`src/rtl/ifetch_unit.sv`:
```
// rtl/ifetch_unit.sv - LC-3b instruction fetch unit: FETCH/HOLD/FLUSH sequencer with PC redirect.
// Optional stall counter output enabled by defining IFETCH_STALL_CNT_EN.
module ifetch_unit #(
   parameter logic [15:0] RESET_PC = 16'h0000
) (
   input  logic        clk,
   input  logic        reset_n,
   output logic [15:0] mem_address,
   output logic        mem_read,
   input  logic        mem_resp,
   input  logic [15:0] mem_rdata,
   output logic        inst_valid,
   input  logic        inst_ready,
   output logic [15:0] inst,
   output logic [3:0]  opcode,
   output logic [15:0] inst_pc,
   input  logic        pc_load,
`ifdef IFETCH_STALL_CNT_EN
   input  logic [15:0] pc_target,
   output logic [15:0] stall_cnt
`else
   input  logic [15:0] pc_target
`endif
);

   typedef enum logic [1:0] {
      FETCH = 2'd0,
      HOLD  = 2'd1,
      FLUSH = 2'd2
   } state_t;

   localparam logic [15:0] RESET_PC_ALIGNED = RESET_PC & 16'hFFFE;

   state_t      r_state;
   state_t      w_state_next;
   logic [15:0] r_pc;
   logic [15:0] w_pc_next;
   // Address of the read in flight; kept apart from r_pc so FLUSH can hold the stale address.
   logic [15:0] r_mem_addr;
   logic [15:0] w_mem_addr_next;
   logic [15:0] r_inst;
   logic [15:0] r_inst_pc;
   logic        w_capture;
   logic [15:0] w_target;

   assign w_target = pc_target & 16'hFFFE;

   always_comb begin
      w_state_next = r_state;
      w_pc_next    = r_pc;
      w_capture    = 1'b0;
      case (r_state)
         FETCH: begin
            if (pc_load) begin
               w_pc_next    = w_target;
               w_state_next = mem_resp ? FETCH : FLUSH;
            end else if (mem_resp) begin
               w_capture    = 1'b1;
               w_state_next = HOLD;
            end
         end
         HOLD: begin
            if (pc_load) begin
               w_pc_next    = w_target;
               w_state_next = FETCH;
            end else if (inst_ready) begin
               w_pc_next    = r_pc + 16'd2;
               w_state_next = FETCH;
            end
         end
         FLUSH: begin
            if (pc_load) begin
               w_pc_next = w_target;
            end
            // The stale response closes the outstanding read; only then may a new one start.
            if (mem_resp) begin
               w_state_next = FETCH;
            end
         end
         default: begin
            w_state_next = FETCH;
         end
      endcase
      w_mem_addr_next = (w_state_next == FETCH) ? w_pc_next : r_mem_addr;
   end

   always_ff @(posedge clk) begin
      if (!reset_n) begin
         r_state    <= FETCH;
         r_pc       <= RESET_PC_ALIGNED;
         r_mem_addr <= RESET_PC_ALIGNED;
         r_inst     <= 16'h0000;
         r_inst_pc  <= 16'h0000;
      end else begin
         r_state    <= w_state_next;
         r_pc       <= w_pc_next;
         r_mem_addr <= w_mem_addr_next;
         if (w_capture) begin
            r_inst    <= mem_rdata;
            r_inst_pc <= r_mem_addr;
         end
      end
   end

   assign mem_read    = (r_state == FETCH) || (r_state == FLUSH);
   assign mem_address = r_mem_addr;
   assign inst_valid  = (r_state == HOLD);
   assign inst        = r_inst;
   assign inst_pc     = r_inst_pc;
   assign opcode      = r_inst[15:12];

`ifdef IFETCH_STALL_CNT_EN
   logic [15:0] r_stall_cnt;

   always_ff @(posedge clk) begin
      if (!reset_n) begin
         r_stall_cnt <= 16'h0000;
      end else if (inst_valid && !inst_ready && (r_stall_cnt != 16'hFFFF)) begin
         r_stall_cnt <= r_stall_cnt + 16'd1;
      end
   end

   assign stall_cnt = r_stall_cnt;
`endif

endmodule

```
`config.mk`:
```
export PLATFORM = sky130hd
export DESIGN_NAME = ifetch_unit
export DESIGN_NICKNAME = d
export VERILOG_FILES = /design/src/rtl/ifetch_unit.sv
export SDC_FILE = /design/constraint.sdc
export NUM_CORES = 1
export LEC_CHECK = 0
export BUFFER_PORTS_ARGS = -buffer_cell sky130_fd_sc_hd__buf_2
export CORE_AREA = 2 2 61 121
export DETAILED_ROUTE_END_ITERATION = 7
export DIE_AREA = 0 0 63 123
export GPL_TIMING_DRIVEN = 0
export PLACE_DENSITY = 0.71
export SYNTH_ARGS = -nofsm -noshare
export SYNTH_HDL_FRONTEND = slang
export SYNTH_SLANG_ARGS = --single-unit
```
`constraint.sdc`:
```
create_clock -name clk -period 3 [get_ports clk]
set_input_delay 0.15 -clock clk [delete_from_list [all_inputs] [get_ports clk]]
set_output_delay 0.15 -clock clk [all_outputs]
set_load 0.03 [all_outputs]
```
==> flow_metrics.env <==
export IMPL_ys_types=63
export IMPL_grt_use_total=0.228
export IMPL_grt_pass1_wl_mm=13.6
export IMPL_muxShareOfSynthArea=0.0356
export IMPL_worstMarginPinSlew_ns=0.654
export IMPL_endpoint_kind="flop"
export IMPL_hold_class="primary input to flop"
export IMPL_tns_ns=0
export IMPL_clock_insertion_delay_worst_skew_ns=0.33
export IMPL_synth_compound_area_frac=0.224
export IMPL_place_area_um2=3580
export IMPL_routedWlPerCell_um=15.7
export IMPL_cts_buffers=9
export IMPL_cts_htree_levels=3
export IMPL_vdd_ir_drop_worst_mv=0.431
export IMPL_ctsHoldBuffers=0
export IMPL_synth_edf_count=0
export IMPL_finalSetupViolations=0
export IMPL_firstDrtPassIters=5
export IMPL_start_kind="flop"
export IMPL_synth_top_family_by_area="simple AND/OR/NAND/NOR gates"
export IMPL_outcome="completed"
export IMPL_hold_violations=0
export IMPL_vias=3112
export IMPL_timing_final_crit_share=0.663
export IMPL_cts_max_path_buffers=2
export IMPL_ioPinCount=91
export IMPL_maxCapViolations=0
export IMPL_path_class="flop to flop"
export IMPL_drtIter0Drc=246
export IMPL_start_util=0.443
export IMPL_ys_seq_elements=66
export IMPL_fp_dieW_um=63
export IMPL_grt_pass1_vias=2775
export IMPL_final_common_cell="buf_2"
export IMPL_cts_setup_buffers=0
export IMPL_vias_per_cell=5.51
export IMPL_drc=0
export IMPL_yosys_area_share_simple=0.230
export IMPL_final_max_slew_violation_count=0
export IMPL_gp_congestion=0.919
export IMPL_netlist_instances=371
export IMPL_path_max_fanout=5
export IMPL_regArea_um2=1320
export IMPL_synth_flop_cell="dfxtp_1"
export IMPL_grt_max_degree=12
export IMPL_diodes=0
export IMPL_ant_nets=0
export IMPL_fp_dieH_um=123
export IMPL_rsz0062_at_grt="false"
export IMPL_p_per_area_nw_per_um2=618
export IMPL_synth_xor_area_frac=0.0112
export IMPL_syn_area_per_cell_um2=8.16
export IMPL_ys_async_sr_fraction=0
export IMPL_p_leak_nw=1.68
export IMPL_drt_wl_total_mm=8.86
export IMPL_final_core_utilization=0.570
export IMPL_coreArea_um2=6830
export IMPL_synth_area_um2=3030
export IMPL_layout_common_cells="buf_2, nand2_1, dfxtp_1, a21oi_1"
export IMPL_critPathRequiredTime_ns=3.20
export IMPL_antenna_found_initial=0
export IMPL_portBuffers=88
export IMPL_design_area_um2=3900
export IMPL_fin_worst_skew_ns=0.00660
export IMPL_power_mw=2.41
export IMPL_placementRows=43
export IMPL_fmax_mhz=503
export IMPL_place_hpwl_mm=6.28
export IMPL_synth_fp_nets=409
export IMPL_ys_seq_area_frac=0.437
export IMPL_final_nets=508
export IMPL_arrival_ns=2.18
export IMPL_die_area_um2=7750
export IMPL_layout_drive_gt1_share=0.293
export IMPL_clock_tree_root_cell="clkbuf_16"
export IMPL_cts_tree="done"
export IMPL_path_clk_slew_ns=0.06
export IMPL_synth_fa_ha_area_frac=0.00413
export IMPL_n_fill_cell=698
export IMPL_yosysWarnings=0
export IMPL_area_growth_pct=28.7
export IMPL_multi_input_area_um2=1530
export IMPL_cts_sinks=66
export IMPL_gr_total_overflow=0
export IMPL_cts_resized=0
export IMPL_min_period_ns=1.99
export IMPL_relSlewSlack=0.561
-- layout make-up --
class	instances	area share
sequential	66	0.339
buffer	30	0.0373
multi-input combinational	267	0.393
timing repair buffer	88	0.113
tap	90	0.0289
inverter	8	0.00771
clock buffer	13	0.0694
clock inverter	3	0.0119
-- worst paths after layout --
path | slack [ns] | start | end | cells past startpoint
worst max-delay path | 1.01 | r_pc[1]$_SDFF_PN0_ | r_pc[9]$_SDFF_PN0_ | 6
worst min-delay path | 0.05 | mem_rdata[10] | inst[10]$_SDFFE_PN0P_ | 3
worst max register to register | 1.01 | r_pc[1]$_SDFF_PN0_ | r_pc[9]$_SDFF_PN0_ | 6
worst min register to register | 0.45 | inst_pc[1]$_SDFFE_PN0P_ | inst_pc[1]$_SDFFE_PN0P_ | 2
-- critical path: stages, from the launching register on --
cell,delay [ns]
dfxtp_1,0.41
ha_1,0.26
nand4_2,0.19
or4_4,0.54
xnor2_2,0.15
o221ai_2,0.22
nor2_1,0.08
-- Yosys cell counts (6+ instances only) --
cell type,count,share of area
clkbuf_1,16,0.020
buf_2,8,0.013
and2_1,6,0.012
nand3_1,10,0.017
o21ai_0,10,0.017
nand2_1,86,0.11
dfxtp_1,66,0.44
nor2_1,17,0.021
a21oi_1,46,0.076
mux2_2,6,0.022
and3_1,7,0.014
-- power breakdown --
| part | switching, mW | internal, mW |
|---|---|---|
| sequential | 0.0387 | 0.923 |
| clock | 0.384 | 0.713 |
| combinational | 0.229 | 0.120 |
| total | 0.652 | 1.76 |
-- cell families after synthesis --
| group | Yosys count |
|---|---|
| and+or+nand+nor | 150 |
| buffers and inverters | 38 |
| muxes | 10 |
| adders and majority gates | 1 |
| DFF | 66 |
| AOI/OAI and AO/OA | 103 |
| xor gates and xnor gates | 3 |
-- registers in the layout, summed over array words and instances (netlist names) --
signal and cells:
mem_address 16, r_state 2, inst_pc 16, inst 16, r_pc 16
-- per-layer routing --
metal  GRT usage  vias up  routed length [um]
met5           0        -                   0
met4      0.0931        0                 171
met3      0.0555       14                 590
met2       0.375      118                4410
met1       0.286     1469                3680
li1            -     1511                   -
-- through the flow --
stage | cells | hold WS [ns] | setup WS, ns
final | 565 | 0.0548 | 1.01
after global routing | 565 | 0.0641 | 0.914
after CTS | 565 | 0.0533 | 1.04
after detailed placement | 549 | 0.396 | 1.06
after global placement | 549 | 0.393 | 1.07
after floorplan | 371 | 0.286 | 1.24
Note: power is estimated with default switching activity, not from simulation.
